### config.mk
export PLATFORM = sky130hd
export DESIGN_NAME = mult_sched
export DESIGN_NICKNAME = d
export VERILOG_FILES = /design/src/rtl/mult_sched.sv
export SDC_FILE = /design/constraint.sdc
export NUM_CORES = 1
export LEC_CHECK = 0
export CORE_AREA = 2 2 103 105
export CTS_CLUSTER_DIAMETER = 30
export DETAILED_ROUTE_END_ITERATION = 10
export DIE_AREA = 0 0 105 107
export PLACE_DENSITY_LB_ADDON = 0.1
export SLEW_MARGIN = 10
export SYNTH_ARGS = -nofsm -noshare
export SYNTH_HDL_FRONTEND = slang
export SYNTH_SLANG_ARGS = --single-unit
### constraint.sdc
create_clock -name clk -period 7.33 [get_ports clk]
set_input_delay 1.466 -clock clk [delete_from_list [all_inputs] [get_ports clk]]
set_output_delay 1.466 -clock clk [all_outputs]
set_load 0.01 [all_outputs]
### src/rtl/mult_sched.sv
// Round-robin scheduler that shares one shift-add multiplier among N requesters,
// with a free-running sample tick and a sticky service-overrun flag.
module mult_sched #(
    parameter int W   = 8,
    parameter int N   = 4,
    parameter int DIV = 512,
    localparam int IW = $clog2(N),
    localparam int CW = $clog2(DIV),
    localparam int KW = $clog2(W + 1)
) (
    input  logic             clk,
    input  logic             arstn,
    input  logic [N-1:0]     req,
    input  logic [N*W-1:0]   op_a,
    input  logic [N*W-1:0]   op_b,
    input  logic             ovr_clr,
    output logic [N-1:0]     gnt,
    output logic             busy,
    output logic [2*W-1:0]   res,
    output logic             res_valid,
    output logic [IW-1:0]    res_id,
    output logic             sample_tick,
    output logic             overrun
);

    typedef enum logic [1:0] {IDLE, MUL, DONE} state_t;

    state_t         state;
    logic           sync1;
    logic           run;
    logic [CW-1:0]  cnt;
    logic [IW-1:0]  last;
    logic [IW-1:0]  win;
    logic [IW-1:0]  idx;
    logic           any;
    logic [2*W-1:0] a_sh;
    logic [2*W-1:0] acc;
    logic [2*W-1:0] acc_nxt;
    logic [W-1:0]   b_sh;
    logic [KW-1:0]  step;
    logic           ovr_set;

    // run follows the release of arstn by two edges so the FSM never starts on a partial edge
    always_ff @(posedge clk or negedge arstn) begin
        if (!arstn) begin
            sync1 <= 1'b0;
            run   <= 1'b0;
        end else begin
            sync1 <= 1'b1;
            run   <= sync1;
        end
    end

    always_ff @(posedge clk or negedge arstn) begin
        if (!arstn) cnt <= '0;
        else        cnt <= cnt + CW'(1);
    end

    assign sample_tick = (cnt == CW'(DIV - 1));

    // Scan from last+N down to last+1 so the nearest requester after last wins.
    always_comb begin
        win = '0;
        any = 1'b0;
        idx = '0;
        for (int k = N; k >= 1; k--) begin
            idx = IW'((int'(last) + k) % N);
            if (req[idx]) begin
                win = idx;
                any = 1'b1;
            end
        end
    end

    assign busy    = (state != IDLE);
    assign gnt     = (run && state == IDLE && any) ? ({{(N-1){1'b0}}, 1'b1} << win) : '0;
    assign acc_nxt = b_sh[0] ? (acc + a_sh) : acc;

    always_ff @(posedge clk or negedge arstn) begin
        if (!arstn) begin
            state     <= IDLE;
            last      <= IW'(N - 1);
            a_sh      <= '0;
            b_sh      <= '0;
            acc       <= '0;
            step      <= '0;
            res       <= '0;
            res_id    <= '0;
            res_valid <= 1'b0;
        end else begin
            res_valid <= 1'b0;
            case (state)
                IDLE: begin
                    if (run && any) begin
                        state <= MUL;
                        last  <= win;
                        a_sh  <= {{W{1'b0}}, op_a[win*W +: W]};
                        b_sh  <= op_b[win*W +: W];
                        acc   <= '0;
                        step  <= KW'(W - 1);
                    end
                end
                MUL: begin
                    acc  <= acc_nxt;
                    a_sh <= a_sh << 1;
                    b_sh <= b_sh >> 1;
                    step <= step - KW'(1);
                    if (step == '0) begin
                        state     <= DONE;
                        res       <= acc_nxt;
                        res_id    <= last;
                        res_valid <= 1'b1;
                    end
                end
                DONE:    state <= IDLE;
                default: state <= IDLE;
            endcase
        end
    end

    assign ovr_set = sample_tick && (busy || ((|req) && !(|gnt)));

    always_ff @(posedge clk or negedge arstn) begin
        if (!arstn) overrun <= 1'b0;
        else        overrun <= ovr_set || (overrun && !ovr_clr);
    end

endmodule

**Word-level counts from Yosys, hierarchy flattened**

Index checks and enable logic that the tools add are counted.
W data, S select, Z words.

- Register bits after elaboration: 79
- Input port bits: 71
- Output and inout bits: 26
- Logic and storage cells: 82

- Add/subtract/negate cells: 7
- $lt $le $gt $ge: 4
- Equality and inequality tests: 4
- Shift-type cells: 3
- Muxes and demuxes: 31
- Reduce and logical (&&, ||, !) cells: 20

Operators by type and width:

| operator | count |
|---|---|
| $pmux W16 S2 | 2 |
| $shiftx A32 B6 Y8 | 2 |
| $mux W16 | 3 |
| $add A16 B16 Y16 | 1 |
| $pmux W8 S2 | 1 |
| $lt A2 B3 Y1 const B | 4 |
| $mux W2 | 6 |
| $mux W1 | 10 |
| $add A9 B1 Y9 const B | 1 |
| $eq A9 B9 Y1 const B | 1 |
| $bmux W1 S2 | 4 |
| $mux W4 | 2 |
| $mux W8 | 1 |
| $pmux W4 S2 | 1 |
| $reduce_and A2 Y1 | 4 |
| $reduce_or A4 Y1 | 2 |
| $logic_and A1 B1 Y1 | 6 |
| $add A2 B1 Y2 const B | 2 |
| $add A2 B2 Y2 const B | 2 |
| $logic_not A4 Y1 | 1 |
| $pmux W2 S2 | 1 |
| $reduce_bool A2 Y1 | 2 |
| $shl A1 B2 Y4 const A | 1 |
| $sub A4 B1 Y4 const B | 1 |
| other kinds (6) | 8 |

**Longest topological paths before layout**

Gate-level depths: netlist of the first run.

- Word-level depth: 15
- Gate-level depth with buffers: 9
- Mapped depth without buffers: 9

**Least setup slack after synthesis of the first run**

No wires, ideal clock.

- Path type: in2out
- Start: input req[1]
- End: output gnt[0]
- Arrival: 2.687 ns
- Required time: 5.864 ns
- Slack: 3.177 ns
- Cell stages on the path: 7
- Path through: nor2b_1 > a21oi_1 > o221a_2 > buf_4 > buf_6 > buf_2 > nor3b_1

- Word-level cells in the longest chain between the ends: 8
- Elaborated cells between the ends (all ways): 19
- Those cells by class: shift (1); mux (17); reduce/logical (1)

Ends and longest elaborated chain:

| what | line | source |
|---|---|---|
| from (decl) | 13 | `input logic [N-1:0] req,` |
| $bmux W1 S2 | 68 | `if (req[idx]) begin` |
| $mux W1 (implied by the code) | 68 |  |
| $mux W2 / $mux W1 (equally long branches) (4 in series) | 68 |  |
| $shl A1 B2 Y4 / $logic_and A1 B1 Y1 (equally long branches) | 76 | `assign gnt = (run && state == IDLE && any) ? ({{(N-1){1'b0}}, 1'b1} << win) : '0;` |
| $mux W4 * | 76 |  |
| to (decl) | 17 | `output logic [N-1:0] gnt,` |

Mark *: on every way between the ends. The rest lies on a longest branch, timed or not. The select of a mux whose other input is x is not followed.

**Final worst setup path of the first run**

- Start: input req[1]
- End: output gnt[3]

The elaborated chain is that of the path after synthesis.

==> results of run 1 <==
Yosys cell counts, drive strengths merged (3+ instances only):
| library cell | instances |
|---|---|
| nor2 | 16 |
| a22o | 11 |
| o21ai | 52 |
| nand2 | 72 |
| inv | 13 |
| nand2b | 3 |
| xnor2 | 15 |
| xor2 | 4 |
| a22oi | 13 |
| a21o | 5 |
| a211oi | 3 |
| dfrtp | 77 |
| a222oi | 8 |
| buf | 10 |
| and3 | 6 |
| ha | 18 |
| mux2 | 11 |
| nor3b | 7 |
| a31oi | 3 |
| nand4 | 3 |
| o21a | 5 |
| a21oi | 17 |
| o21bai | 4 |
| clkbuf | 14 |
| mux4 | 6 |
| nand3 | 9 |
| mux2i | 14 |
logic make-up (layout without fill, tap and decap cells):
family / Yosys count / count (layout) / share of synthesized area, %
other: 1 / 1 / 0.0840
flip-flops: 79 / 79 / 44.3
AND/OR/NAND/NOR: 129 / 129 / 13.7
multiplexers: 31 / 31 / 8.94
buffers and inverters: 37 / 129 / 3.92
XOR/XNOR: 19 / 19 / 3.73
adder cells (fa/ha/maj): 19 / 19 / 5.49
AO/OA/AOI/OAI: 130 / 130 / 19.8
placed cells by master (no fill, tap or decap), types with 2 or more instances in the layout:
| master | Yosys | final |
|---|---|---|
| and3_4 | 2 | 2 |
| inv_6 | 0 | 2 |
| inv_1 | 12 | 12 |
| o21a_1 | 5 | 5 |
| a222oi_1 | 8 | 8 |
| nor2_1 | 14 | 14 |
| nand3_1 | 9 | 9 |
| dfrtp_1 | 77 | 77 |
| clkbuf_8 | 0 | 9 |
| nand4_1 | 3 | 3 |
| nor3_1 | 2 | 2 |
| mux4_2 | 6 | 6 |
| a21o_1 | 5 | 5 |
| nand2_1 | 72 | 72 |
| mux2i_1 | 14 | 14 |
| nor3b_1 | 7 | 7 |
| dfstp_2 | 2 | 2 |
| and2_1 | 2 | 2 |
| and3_1 | 4 | 4 |
| mux2_2 | 11 | 11 |
| a22o_1 | 11 | 11 |
| a211oi_1 | 2 | 2 |
| o21ai_0 | 45 | 45 |
| nand2b_1 | 3 | 3 |
| xor2_1 | 4 | 4 |
| nor2_2 | 2 | 2 |
| o21bai_1 | 4 | 4 |
| ha_1 | 18 | 18 |
| clkdlybuf4s50_1 | 0 | 95 |
| nand3b_1 | 2 | 2 |
| a21oi_1 | 17 | 17 |
| a31oi_1 | 2 | 2 |
| xnor2_1 | 15 | 15 |
| buf_4 | 5 | 5 |
| a22oi_1 | 13 | 13 |
| o21ai_1 | 7 | 7 |
state kept, by name (all words and copies together) (netlist names):
signal,flops
cnt,9
run,1
overrun,1
res_valid,1
last,2
state,2
res_id,2
acc,16
res,16
b_sh,8
sync1,1
a_sh,16
step,4
power by group through the flow:
stage	clock, mW	sequential, mW	combinational (mW)
after floorplan	0	0.704	0.801
after global routing	0.369	0.740	1.24
after global placement	0	0.718	1.08
final	0.337	0.716	1.10
after CTS	0.349	0.716	1.11
after detailed placement	0	0.723	1.11
path summary, 6_finish.rpt:
check                             start  slack (ns)  cells after the start      end
worst max-delay path             req[1]        1.95                      8   gnt[3]
worst min-delay path              sync1        0.38                      0      run
worst max register to register  a_sh[0]        4.68                      9  acc[12]
worst min register to register    sync1        0.38                      0      run
max in group asynchronous         arstn        5.44                      1  a_sh[4]
min in group asynchronous         arstn        1.25                      1   res[9]
layer usage:
metal	track usage, %	wire length, um	vias to the layer above	part of all wire [%]
met4	7.33	238	0	2.3
met3	4.74	486	22	4.7
met1	25.8	4780	1721	46
met2	31.7	4920	97	47
met5	0	0	-	0
li1	-	-	1797	-
worst max-delay path: stages:
cell and delay, ns:
clkdlybuf4s50_1 0.49, o21ai_0 0.20, o21ai_0 0.17, a211oi_4 0.25
buf_4 0.33, nand2_1 0.13, nor2_2 0.28, clkdlybuf4s50_1 0.61
cell type report:
class | count | area (um^2)
sequential | 79 | 1980
timing repair buffer | 100 | 988
clock buffer | 9 | 124
multi-input combinational | 329 | 2320
fill | 945 | 4380
inverter | 13 | 48.8
tap | 136 | 170
clock inverter | 7 | 80.1
==> metrics.cfg, run 1 <==
[power]
seqPwrFrac_pct=33.3
p_leak_nw=2.50
clkPwrFrac_pct=15.7
peakVddDrop_uv=175
power_frac_comb_pct=51.1
intPower_mw=1.27
finalPower_mw=2.15
p_switching_uw=886
power_density_nw_per_um2=377
p_sw_share_pct=41.2

[timing]
clock.fmax_mhz=186
setup_slack_ns=1.95
finalSetupTns_ns=0
final_max_slew_viol_count=0
max_slew.worst_pin.slew_ns=1.01
slew_headroom_pct=32.6
setup_viol=0
finalClockSkew_ns=0.0125
period_share_pct=73.4
whs_ns=0.379
fin_crit_ns=5.38
timing_hold_violations_final=0
rsz0062_at_grt=false

[yosys]
ys_top_cells_by_area=dfrtp_1, nand2_1, ha_1, o21ai_0, mux2i_1
synth_top_area_cell=dfrtp_1
ys_seq_elements=79
synthesis.area_um2=4470
synth_ff_type=dfrtp_1
synthCells=445
synth_top_area_share_pct=43.1
yosysWarningCount=0
ys_seq_area_share_pct=44.3
async_flop_share_pct=100
syn_area_per_cell_um2=10.0
synth_cell_types=57
synth_edf_count=0
syn_nets=535

[route]
vias=3637
dr.pass1.iters=6
wl_mm=10.4
drc=0
ant_nets=0
wire_per_inst_um=15.5
routed_via_density=5.40
drt_iter0_markers=205

[critical_path]
worstPathArrival_ns=3.92
cp.required_ns=5.86
critPathKind=primary input to output pin
cp-end-kind=output pin
path_max_fanout=24
setup.worst_path.start_class=primary input

[finish]
area_growth_pct=27.9
drive_above_1_share_pct=9.68
postLayoutCellArea_um2=5710
antenna-diode-count=0
nNetsFinal=622
final_util_pct=56.6
stdcell_count=673

[floorplan]
die-area_um2=11200
die_w_um=105
core_um2=10100
start_util_pct=44.2
die_h_um=107
ios=97
floorplan.rows=37

[grt]
grt_pass1_vias=3653
grt_first_pass_wirelength_mm=17.7
grt_start_max_net_pins=80
grt.overflow.total=0
grt_usage_pct=19.7
grt_antenna_before_repair=0

[placed_design]
dp_hpwl_mm=7.57
dpl_cell_area_um2=5510
io_buffers=96
dp_cells=657
place.gp.congestion=0.948
dp_slack_ns=1.94

[clock_network]
cts_resized=0
cts.sinks=79
htreeDepth=3
clockBufferDepth=2
post_cts.repair.setup_buffers=0
cts.clk_slew.worst_paths_ns=0.08
cts_tree=yes
insertion_delay_ns=0.35
holdBufCountCts=0
cts_buffers=9
ctsRootBufferMaster=clkbuf_8

[hold_path]
hold_class=register to register

[run]
drv_cap=0

[outcome]
status=finished clean

Note: power is estimated with default switching activity, not from simulation.
==> run 2, diff against run 1 <==
==> constraint.sdc (replaced) <==
create_clock -name clk -period 5.2 [get_ports clk]
set_input_delay 1.04 -clock clk [delete_from_list [all_inputs] [get_ports clk]]
set_output_delay 1.04 -clock clk [all_outputs]
set_load 0.01 [all_outputs]
==> metrics.cfg, run 2 (synthesized netlist as in run 1, its figures left out) <==
[finish]
nNetsFinal=624  ; was 622
antenna-diode-count=0  ; unchanged
largestRegisters=a_sh x16, acc x16, res x16  ; unchanged
mostFrequentLayoutCell=clkdlybuf4s50_1  ; unchanged
layout_common_cells=clkdlybuf4s50_1, dfrtp_1, nand2_1  ; unchanged
drive_above_1_share_pct=10.0  ; was 9.68%
final_util_pct=56.8  ; was 56.6%
area_growth_pct=28.3  ; was 27.9%

[hold_path]
hold_class=register to register  ; unchanged
hold_depth=0  ; unchanged
hold_path_startpoint=sync1  ; unchanged
whs_endpoint=run  ; unchanged

[clock_network]
htreeDepth=3  ; unchanged
ctsRootBufferMaster=clkbuf_8  ; unchanged
cts.clk_slew.worst_paths_ns=0.11  ; was 0.08 ns
holdBufCountCts=0  ; unchanged
post_cts.repair.setup_buffers=0  ; unchanged
clockBufferDepth=2  ; unchanged
cts_buffers=9  ; unchanged
cts_tree=yes  ; unchanged
cts.sinks=79  ; unchanged
cts_resized=0  ; unchanged
insertion_delay_ns=0.37  ; was 0.35 ns

[floorplan]
floorplan.rows=37  ; unchanged
core_um2=10100  ; unchanged
start_util_pct=44.2  ; unchanged
die_w_um=105  ; unchanged
ios=97  ; unchanged
die-area_um2=11200  ; unchanged
die_h_um=107  ; unchanged

[grt]
grt_antenna_before_repair=0  ; unchanged
grt_usage_pct=19.7  ; about the same
grt_pass1_vias=3639  ; was 3653
grt_first_pass_wirelength_mm=17.7  ; about the same
grt_start_max_net_pins=80  ; unchanged
grt.overflow.total=0  ; unchanged

[route]
dr.pass1.iters=4  ; was 6
drc=0  ; unchanged
ant_nets=0  ; unchanged
wl_mm=10.5  ; was 10.4 mm
vias=3622  ; was 3637
drt_iter0_markers=229  ; was 205
routed_via_density=5.37  ; was 5.40
wire_per_inst_um=15.6  ; was 15.5 um

[timing]
setup_viol=0  ; unchanged
rsz0062_at_grt=false  ; unchanged
max_slew.worst_pin.slew_ns=1.09  ; was 1.01 ns
finalClockSkew_ns=0.0212  ; was 0.0125 ns
slew_headroom_pct=27.4  ; was 32.6%
timing_hold_violations_final=0  ; unchanged
clock.fmax_mhz=235
final_max_slew_viol_count=0  ; unchanged
period_share_pct=82.0
fin_crit_ns=4.26
finalSetupTns_ns=0  ; unchanged

[power]
peakVddDrop_uv=224  ; was 175 uV
power_density_nw_per_um2=530  ; was 377 nW/um^2
p_leak_nw=2.51  ; was 2.50 nW

[critical_path]
timing.rr.start=a_sh[0]  ; unchanged
crit_chain=clkdlybuf4s50_1, o21ai_0, o21ai_0, a211oi_4, buf_4, and3_4, clkdlybuf4s50_1  ; was clkdlybuf4s50_1, o21ai_0, o21ai_0, a211oi_4, buf_4, nand2_1, nor2_2, clkdlybuf4s50_1
max_stage_delay_ns=0.55  ; was 0.61 ns
r2r_cells=9  ; unchanged
cp_num_buf_inv=3  ; unchanged
worstPathArrival_ns=3.22  ; was 3.92 ns
setup.worst_path.start_class=primary input  ; unchanged
critPathKind=primary input to output pin  ; unchanged
cp-end-kind=output pin  ; unchanged
path_delay_family=buffers and inverters  ; unchanged
cp.depth=7  ; was 8
cp.required_ns=4.16  ; was 5.86 ns
slowest_stage=clkdlybuf4s50_1  ; unchanged
r2r_slack_ns=2.53  ; was 4.68 ns
path_max_fanout=23  ; was 24
r2r-end=res[12]  ; was acc[12]

[run]
drv_cap=0  ; unchanged

[placed_design]
place.gp.congestion=0.949  ; was 0.948
dp_hpwl_mm=7.56  ; was 7.57 mm
io_buffers=96  ; unchanged

[outcome]
status=finished clean  ; unchanged

## run 2: cell count changes in the layout (fill, tap and decap cells not counted)
cell | before | now
buf_4 | 5 | 7
clkinvlp_4 | 1 | 0
inv_8 | 1 | 2
inv_6 | 2 | 3
clkinv_4 | 1 | 0
bufinv_16 | 1 | 0
clkinv_8 | 0 | 2
clkinv_2 | 1 | 0
## run 2: metal layers
layer	wire length [um]	track usage, %
met4	142	6.57
met5	0	0
met2	5060	32.1
met1	4850	26.8
met3	471	3.28
## run 2: layout make-up
class | count | area [um^2]
clock inverters | 7 | 81.3
fillers | 953 | 4360
flip-flops and latches | 79 | 1980
multi-input cells | 329 | 2320
inverters | 13 | 48.8
repair buffers | 102 | 1000
well taps | 136 | 170
clock buffers | 9 | 124
## run 2: worst register-to-register path, cell delays in order, from the launching register on
cell and delay, ns:
dfrtp_1 0.43, ha_1 0.25, fa_1 0.41, a21o_1 0.20
a221oi_2 0.42, o21ai_1 0.19, a21o_1 0.20, a21oi_1 0.17
xor2_1 0.22, o21ai_1 0.10
## run 2: worst max path at each step
stage	from	end
2_1_floorplan	req[1]	gnt[0]
3_3_place_gp	req[1]	gnt[2]
3_5_place_dp	req[1]	gnt[2]
4_1_cts	req[1]	gnt[2]
5_1_grt	req[1]	gnt[2]
6_report	req[1]	gnt[2]
## run 2: stage by stage
step / total power [mW] / cell area, um^2 / hold slack (ns) / cells / worst slack (ns)
floorplan: 2.12 / 4470 / 0.331 / 445 / 1.90
global route: 3.30 / 5730 / 0.371 / 675 / 0.738
CTS: 3.07 / 5730 / 0.364 / 675 / 0.916
global placement: 2.55 / 5520 / 0.335 / 659 / 0.946
detailed placement: 2.59 / 5520 / 0.338 / 659 / 0.925
finish: 3.04 / 5730 / 0.361 / 675 / 0.938
## run 2: where the power goes
| part | switching [mW] | internal, mW |
|---|---|---|
| Clock | 0.276 | 0.193 |
| Sequential | 0.170 | 0.838 |
| Combinational | 0.837 | 0.723 |
| Total | 1.28 | 1.75 |
